`src/rtl/imem_arbiter.sv`:
```
// imem_arbiter: round-robin share of one fixed-latency memory port among NUM_MASTERS requesters
module imem_arbiter #(
    parameter int NUM_MASTERS = 2,
    parameter int ADDR_W      = 32,
    parameter int DATA_W      = 32,
    parameter int MEM_LATENCY = 1
) (
    input  logic                          clk,
    input  logic                          rst_n,
    input  logic [NUM_MASTERS-1:0]        req_valid_i,
    input  logic [NUM_MASTERS-1:0]        req_we_i,
    input  logic [NUM_MASTERS*ADDR_W-1:0] req_addr_i,
    input  logic [NUM_MASTERS*DATA_W-1:0] req_wdata_i,
    output logic [NUM_MASTERS-1:0]        req_ready_o,
    output logic [NUM_MASTERS-1:0]        rsp_valid_o,
    output logic [DATA_W-1:0]             rsp_rdata_o,
    output logic                          mem_req_o,
    output logic                          mem_we_o,
    output logic [ADDR_W-1:0]             mem_addr_o,
    output logic [DATA_W-1:0]             mem_wdata_o,
    input  logic [DATA_W-1:0]             mem_rdata_i,
    output logic                          busy_o
);
    localparam int IDX_W = $clog2(NUM_MASTERS);
    localparam int CNT_W = $clog2(MEM_LATENCY + 1);
    localparam logic [IDX_W-1:0] LAST = IDX_W'(NUM_MASTERS - 1);
    localparam logic [NUM_MASTERS-1:0] ONE = NUM_MASTERS'(1);

    typedef enum logic [1:0] {IDLE, ISSUE, WAIT, RESP} state_t;

    state_t            state_q, state_d;
    logic [IDX_W-1:0]  ptr_q, ptr_d, gnt_q, gnt_d, sel;
    logic              we_q, we_d, found;
    logic [ADDR_W-1:0] addr_q, addr_d;
    logic [DATA_W-1:0] wdata_q, wdata_d, rdata_q, rdata_d;
    logic [CNT_W-1:0]  cnt_q, cnt_d;

    // First valid requester at or above the pointer, wrapping around
    always_comb begin
        found = 1'b0;
        sel   = '0;
        for (int k = 0; k < NUM_MASTERS; k++) begin
            if (!found && req_valid_i[(int'(ptr_q) + k) % NUM_MASTERS]) begin
                found = 1'b1;
                sel   = IDX_W'((int'(ptr_q) + k) % NUM_MASTERS);
            end
        end
    end

    always_comb begin
        state_d = state_q;
        ptr_d   = ptr_q;
        gnt_d   = gnt_q;
        we_d    = we_q;
        addr_d  = addr_q;
        wdata_d = wdata_q;
        rdata_d = rdata_q;
        cnt_d   = cnt_q;
        case (state_q)
            IDLE: if (found) begin
                gnt_d   = sel;
                we_d    = req_we_i[sel];
                addr_d  = req_addr_i[int'(sel)*ADDR_W +: ADDR_W];
                wdata_d = req_wdata_i[int'(sel)*DATA_W +: DATA_W];
                ptr_d   = (sel == LAST) ? '0 : sel + 1'b1;
                state_d = ISSUE;
            end
            ISSUE: begin
                cnt_d   = CNT_W'(MEM_LATENCY - 1);
                state_d = WAIT;
            end
            WAIT: if (cnt_q == '0) begin
                rdata_d = we_q ? '0 : mem_rdata_i;
                state_d = RESP;
            end else begin
                cnt_d = cnt_q - 1'b1;
            end
            RESP: state_d = IDLE;
        endcase
    end

    always_ff @(posedge clk or negedge rst_n) begin
        if (!rst_n) begin
            state_q <= IDLE;
            ptr_q   <= '0;
            gnt_q   <= '0;
            we_q    <= 1'b0;
            addr_q  <= '0;
            wdata_q <= '0;
            rdata_q <= '0;
            cnt_q   <= '0;
        end else begin
            state_q <= state_d;
            ptr_q   <= ptr_d;
            gnt_q   <= gnt_d;
            we_q    <= we_d;
            addr_q  <= addr_d;
            wdata_q <= wdata_d;
            rdata_q <= rdata_d;
            cnt_q   <= cnt_d;
        end
    end

    // Accept strobe is combinational, so it is masked while reset is held
    assign req_ready_o = (rst_n && state_q == IDLE && found) ? ONE << sel : '0;
    assign rsp_valid_o = (state_q == RESP) ? ONE << gnt_q : '0;
    assign rsp_rdata_o = rdata_q;
    assign mem_req_o   = (state_q == ISSUE);
    assign mem_we_o    = mem_req_o && we_q;
    assign mem_addr_o  = mem_req_o ? addr_q : '0;
    assign mem_wdata_o = mem_req_o ? wdata_q : '0;
    assign busy_o      = (state_q != IDLE);
endmodule

```
`config.mk`:
```
export PLATFORM = sky130hd
export DESIGN_NAME = imem_arbiter
export DESIGN_NICKNAME = d
export VERILOG_FILES = /design/src/rtl/imem_arbiter.sv
export SDC_FILE = /design/constraint.sdc
export NUM_CORES = 1
export LEC_CHECK = 0
export BUFFER_PORTS_ARGS = -buffer_cell sky130_fd_sc_hd__buf_2
export CAP_MARGIN = 20
export CORE_ASPECT_RATIO = 2
export CORE_MARGIN = 2
export CORE_UTILIZATION = 45
export CTS_BUF_LIST = sky130_fd_sc_hd__clkbuf_8
export DETAILED_ROUTE_END_ITERATION = 16
export GPL_ROUTABILITY_DRIVEN = 1
export PLACE_DENSITY = 0.77
export SYNTH_ARGS = -nofsm -noshare
export SYNTH_HDL_FRONTEND = slang
export SYNTH_SLANG_ARGS = --single-unit
```
`constraint.sdc`:
```
create_clock -name clk -period 3.7 [get_ports clk]
set_clock_uncertainty 0.2 [all_clocks]
set_input_delay 0.74 -clock clk [delete_from_list [all_inputs] [get_ports clk]]
set_output_delay 0.74 -clock clk [all_outputs]
set_load 0.05 [all_outputs]
```
After elaboration in Yosys (flattened, before gate mapping)
Index checks and enable logic that the tools add are counted.
{"block": "totals", "register_bits": 102, "rom_bits": 0, "ram_bits": 0, "memories": 0, "out_inout_bits": 103, "latch_bits": 0}
{"block": "classes", "bitwise": 2, "reduce_logical": 11, "div_mod_pow": 0, "addsub": 3, "n_mux": 22, "shifts": 4, "n_eq_ne": 5, "magnitude_cmp": 3, "n_mul": 0}
{"operator": "variable part select 64 x 7 -> 32 bit", "n": 2}
{"operator": "2-to-1 mux 32 bit", "n": 3}
{"operator": "2-to-1 mux 1 bit", "n": 13}
{"operator": "2-to-1 mux 2 bit", "n": 4}
{"operator": "one-hot mux 2 bit (4 select lines)", "n": 1}
{"operator": "AND reduction 2 bit", "n": 3}
{"operator": "equality test 2 bit, second input constant", "n": 2}
{"operator": "logical AND 1 bit", "n": 4}
{"operator": "< comparator 1 x 2 -> 1 bit, second input constant", "n": 2}
{"operator": "inequality test 2 bit, second input constant", "n": 2}
{"operator": "nonzero test 2 bit", "n": 2}
{"operator": "left shift 1 x 1 -> 2 bit, first input constant", "n": 2}
{"operator": "< comparator 2 x 3 -> 1 bit, second input constant", "n": 1}
{"operator": "adder 1 bit, second input constant", "n": 2}
{"operator": "equality test 2 x 1 -> 1 bit, second input constant", "n": 1}
{"operator": "zero test 2 bit", "n": 1}
{"operator": "one-hot mux 1 bit (2 select lines)", "n": 1}
{"operator": "AND 1 bit, first input constant", "n": 1}
{"operator": "zero test 1 bit", "n": 1}
{"operator": "NOT 1 bit", "n": 1}
{"operator": "subtractor 1 bit, second input constant", "n": 1}

Depth between registers and ports, before layout
{"block": "logic_depth", "word_depth": 9, "ltp_mapped": 7, "depth_no_buf": 5}

Worst setup path after synthesis
Ideal clock, no wire load.
{"block": "synth_path", "kind": "flip-flop to output port", "from": "reg state_q[1]", "to": "out mem_addr_o[12]", "stages_incl_launch_ff": 6, "slack_ns": 0.885, "arrival_ns": 1.875, "n_path_buf": 2, "path_cell_list": "dfrtp_1 inv_1 ha_1 clkbuf_1 clkbuf_1 and2_1"}
{"block": "synth_between", "elab_chain_len": 2}
{"element": "start, declared", "line": "31", "text": "state_t state_q, state_d;"}
{"element": "start signal, assigned", "line": "93", "text": "state_q <= state_d;"}
{"element": "equality test 2 x 1 -> 1 bit", "line": "108", "text": "assign mem_req_o = (state_q == ISSUE);"}
{"element": "net mem_req_o", "line": "17", "text": "output logic mem_req_o,"}
{"element": "2-to-1 mux 32 bit", "line": "110", "text": "assign mem_addr_o = mem_req_o ? addr_q : '0;"}
{"element": "end, declared", "line": "19", "text": "output logic [ADDR_W-1:0] mem_addr_o,"}
The timed path passes the listed nets, and every way through them passes these cells.

Worst setup path in the final report
{"block": "layout_path", "from": "reg state_q[1]", "to": "out mem_wdata_o[29]"}
{"block": "layout_between", "elab_chain_len": 2}
{"element": "equality test 2 x 1 -> 1 bit", "line": "108"}
{"element": "2-to-1 mux 32 bit", "line": "111", "text": "assign mem_wdata_o = mem_req_o ? wdata_q : '0;"}
{"element": "end, declared", "line": "20", "text": "output logic [DATA_W-1:0] mem_wdata_o,"}
Every way passes these cells.

==> qor_table.md <==
| Group | Result | This run |
|:---|:---|:---|
| outcome | Result of the run | finished, final reports clean |
| global routing | All-layer global routing usage | 25.5% |
| floorplanning | Full die area | 11600 um2 |
| synth | Register bit count reported by yosys | 101 |
| worst setup path | Number of cells on the worst reg-to-reg path | 6 |
| placement | Routability congestion estimate from global placement | 0.846 |
| synth | Syn Area/Cell | 10.5 um2 |
| drt | Wire length on met1 | 5.61 mm |
| floorplanning | Core area | 10500 um2 |
| worst setup path | Chain of cells forming the critical path | inv_1 -> ha_2 -> buf_4 -> and2_1 -> buf_2 |
| timing | Pins Over Slew Limit | 0 |
| global routing | Pin count of the biggest net entering global routing | 68 |
| floorplanning | Std-Cell Rows | 53 |
| worst setup path | Biggest cell delay along the critical path | 640 ps |
| synth | Proportion of synthesized area in mux cells | 0.234% |
| clock network | Clock network latency to the later pin of the worst-skew pair | 360 ps |
| synth | Post-synthesis compound-gate area fraction | 17.6% |
| global routing | First-pass GRT wire length | 23.2 mm |
| synth | Synthesized-area fraction occupied by xor and xnor cells | 0% |
| timing | Worst path setup slack after routing | 443 ps |
| synth | Syn Nets | 628 |
| drt | Sum of routed wire length over all layers | 14.8 mm |
| power | Switching power total | 0.00298 W |
| synth | Combinational family with the most area after synthesis | simple AND/OR/NAND/NOR gates |
| synth | Adder-cell share of the synthesized area | 1.04% |
| drt | Initial detailed-routing violation count | 298 |
| worst setup path | Critical path startpoint | state_q[1] |
| drt | Highest layer used for signal routing | met4 |
| floorplanning | Die span in x | 77.1 um |
| timing | Highest clock frequency the design can meet | 307 MHz |
| layout | Post-route non-filler standard cell count | 851 |
| timing | Setup violations, final | 0 |
| layout | Highest-count cells in the layout ignoring fill and taps | 267 x sky130_fd_sc_hd__buf_2, 101 x sky130_fd_sc_hd__dfrtp_1, 67 x sky130_fd_sc_hd__and2_1 |
| worst setup path | Crit path arrival time | 2320 ps |
| worst setup path | Reg-to-Reg Start | state_q[0] |
| timing | Tmin final | 3260 ps |
| clock network | Number of H-tree branching levels | 3 |
| global routing | Initial antenna violation count | 1 |
| worst setup path | Max Fanout on Critical Path | 42 |
| timing | Worst Max-Slew Pin Slew | 714 ps |
| drt | First-pass DRT Iterations | 4 |
| placement | Number of cells after detailed placement | 830 |
| worst setup path | Reg2reg setup slack | 1430 ps |
| worst setup path | Endpoint of the most critical register-to-register path | addr_q[7] |
| synth | Number of different library cells in the post-synthesis netlist | 25 |
| synth | Fraction of the yosys area taken by sequential cells | 52.6% |
| global routing | Number of global-route vias before repair | 4588 |
| drt | Met2 routed WL | 7.81 mm |
| power | Power Internal | 0.00288 W |
| layout | Most common cell after layout, fill and taps aside | sky130_fd_sc_hd__buf_2 |
| floorplanning | Effective utilization at floorplan | 45.8% |
| clock network | Number of clock sinks | 101 |
| drt | DR DRC count | 0 |
| drt | Drt wl/cell | 17.4 um |
| drt | Vias after detailed routing | 4558 |
| clock network | TritonCTS buffer count | 9 |
| power | Pwr dens | 916 nW/um2 |
| global routing | GRT Residual Overflow | 0 |
| synth | Number of synthesis warnings | 0 |
| drt | Detail-routed via count per cell | 5.36 |
| layout | Fraction of layout cells with a size suffix above 1 | 42.1% |
| worst setup path | Kind of launch point of the worst setup path | flop |
| synth | Post-synthesis cell area | 4800 um2 |
| placement | HPWL after DPL | 10.7 mm |
| clock network | Clock-pin slew of the registers on the worst-case setup and hold paths | 90 ps |
| drt | Wire length on met3 | 940 um |
| timing | RSZ-0062 raised after global routing | false |
| clock network | CTS tree | yes |
| run | Max-cap check violation count | 0 |
| floorplanning | Number of top-level pins | 269 |
| clock network | Hold-fix buffers, CTS | 1 |
| power | Sequential cell fraction of total power | 32.5% |
| layout | Number of nets in the layout | 876 |
| timing | Headroom to the max-slew limit | 52.4% |
| worst setup path | Endpoint type of the worst setup path | primary output |
| synth | Cells after Synth | 458 |
| worst setup path | Category of the most critical setup path | flop to primary output |
| clock network | Clock root cell | sky130_fd_sc_hd__clkbuf_8 |
| placement | I/O Buffers | 268 |
| power | Comb power frac | 55.8% |
| synth | Synthesized-area fraction occupied by and/or/nand/nor cells | 20.8% |
| worst setup path | Capture point of the critical path | mem_wdata_o[29] |
| placement | Dpl ws | 790 ps |
| worst setup path | Worst endpoint required time | 2760 ps |
| worst setup path | Worst-path cell with the longest stage delay | sky130_fd_sc_hd__ha_2 |
| clock network | Number of cells upsized or downsized after cts | 0 |
| power | Max rail drop VDD | 458 uV |
| layout | Area added between synthesis and finish | 33.0% |
| power | Clock power share | 11.7% |
| clock network | Setup Fix Bufs, Post-CTS | 0 |
| floorplanning | Die height | 150 um |
| timing | Endpoints failing hold | 0 |
| drt | Number of nets with antenna violations after routing | 0 |
| timing | Ratio of final minimum period to clock period | 88.0% |
| timing | Sum of negative setup slack | 0 ps |
| min path | Worst hold path class | flop to flop |
| clock network | Clk buf depth | 2 |
| power | Sw frac | 50.9% |
| power | Static Leak | 3.65 nW |
power groups by stage:
stage          logic, W  registers [W]  clock network [W]
2_1_floorplan   0.00204        0.00234                  0
3_3_place_gp    0.00319        0.00190                  0
3_5_place_dp    0.00327        0.00191                  0
4_1_cts         0.00327        0.00190           0.000703
5_1_grt         0.00349        0.00196           0.000753
6_report        0.00326        0.00190           0.000683
synthesized netlist by cell type:
cell type                  count  area share, %
sky130_fd_sc_hd__a21oi_2       1           0.18
sky130_fd_sc_hd__a21oi_1       1           0.10
sky130_fd_sc_hd__dfrtp_1     101             53
sky130_fd_sc_hd__o21ai_1       1           0.10
sky130_fd_sc_hd__a21o_1        1           0.16
sky130_fd_sc_hd__mux2_1        1           0.23
sky130_fd_sc_hd__a22o_1        1           0.18
sky130_fd_sc_hd__nand2_2       1           0.13
sky130_fd_sc_hd__buf_2        13            1.4
sky130_fd_sc_hd__buf_6         8            1.9
sky130_fd_sc_hd__nand2_1      33            2.6
sky130_fd_sc_hd__or3_1         1           0.13
sky130_fd_sc_hd__and3_1       66            8.6
sky130_fd_sc_hd__nor2b_1       2           0.26
sky130_fd_sc_hd__clkbuf_1     19            1.5
sky130_fd_sc_hd__ha_1          4            1.0
sky130_fd_sc_hd__nor3_1        1           0.10
sky130_fd_sc_hd__and2_1       67            8.7
sky130_fd_sc_hd__inv_1        36            2.8
sky130_fd_sc_hd__and2_4        1           0.18
sky130_fd_sc_hd__a221o_1      65             14
sky130_fd_sc_hd__o21ai_0      31            3.2
sky130_fd_sc_hd__nor2_1        1          0.078
sky130_fd_sc_hd__buf_4         1           0.16
sky130_fd_sc_hd__o22ai_1       1           0.13
critical path: cells and delay by family (launching register included):
kind                       cells  cell delay, ps
buffers and inverters          3             700
adders and majority gates      1             640
DFF                            1             430
and+or+nand+nor                1             160
how the worst min path moves through the flow:
stage	startpoint	end	slack, ps	cells after the start
after floorplan	rst_n	addr_q[0]	240	0
after global placement	addr_q[19]	addr_q[19]	290	1
after detailed placement	addr_q[14]	addr_q[14]	290	1
after CTS	wdata_q[31]	wdata_q[31]	320	1
after global routing	addr_q[14]	addr_q[14]	340	1
final	wdata_q[17]	wdata_q[17]	310	1
registers in the layout, indices dropped and copies added (netlist names):
register / count
addr_q: 32
gnt_q: 1
ptr_q: 1
rsp_rdata_o: 32
state_q: 2
wdata_q: 32
we_q: 1
kinds of logic (layout without fill, tap and decap cells):
| family | count (synthesis) | count (layout) |
|---|---|---|
| AOI/OAI and AO/OA | 102 | 102 |
| buffers and inverters | 77 | 330 |
| adders and majority gates | 4 | 4 |
| and+or+nand+nor | 173 | 173 |
| other | 0 | 3 |
| muxes | 1 | 1 |
| DFF | 101 | 101 |
per-layer routing:
metal / up-vias / GRT usage (%)
met5: - / 0
met3: 29 / 4.86
met1: 2204 / 29.7
li1: 2113 / -
met2: 212 / 44.7
met4: 0 / 12.4
final cells by class:
type | count | area, um2
multi-input cells | 280 | 1930
flip-flops and latches | 101 | 2530
fillers | 914 | 4090
well taps | 137 | 171
clock inverters | 6 | 55.1
repair buffers | 278 | 1430
clock buffers | 10 | 138
diodes | 3 | 7.51
inverters | 36 | 135
stage by stage:
stage / cell area [um2] / util, % / hold WS [ps] / power [W]
finish: 6390 / 61.0 / 315 / 0.00585
floorplan: 4800 / - / 244 / 0.00438
global placement: 6170 / 58.9 / 289 / 0.00509
detailed placement: 6170 / 58.9 / 286 / 0.00518
CTS: 6370 / 60.8 / 318 / 0.00588
global route: 6380 / 60.9 / 335 / 0.00621
(Power assumes the default switching activity.)
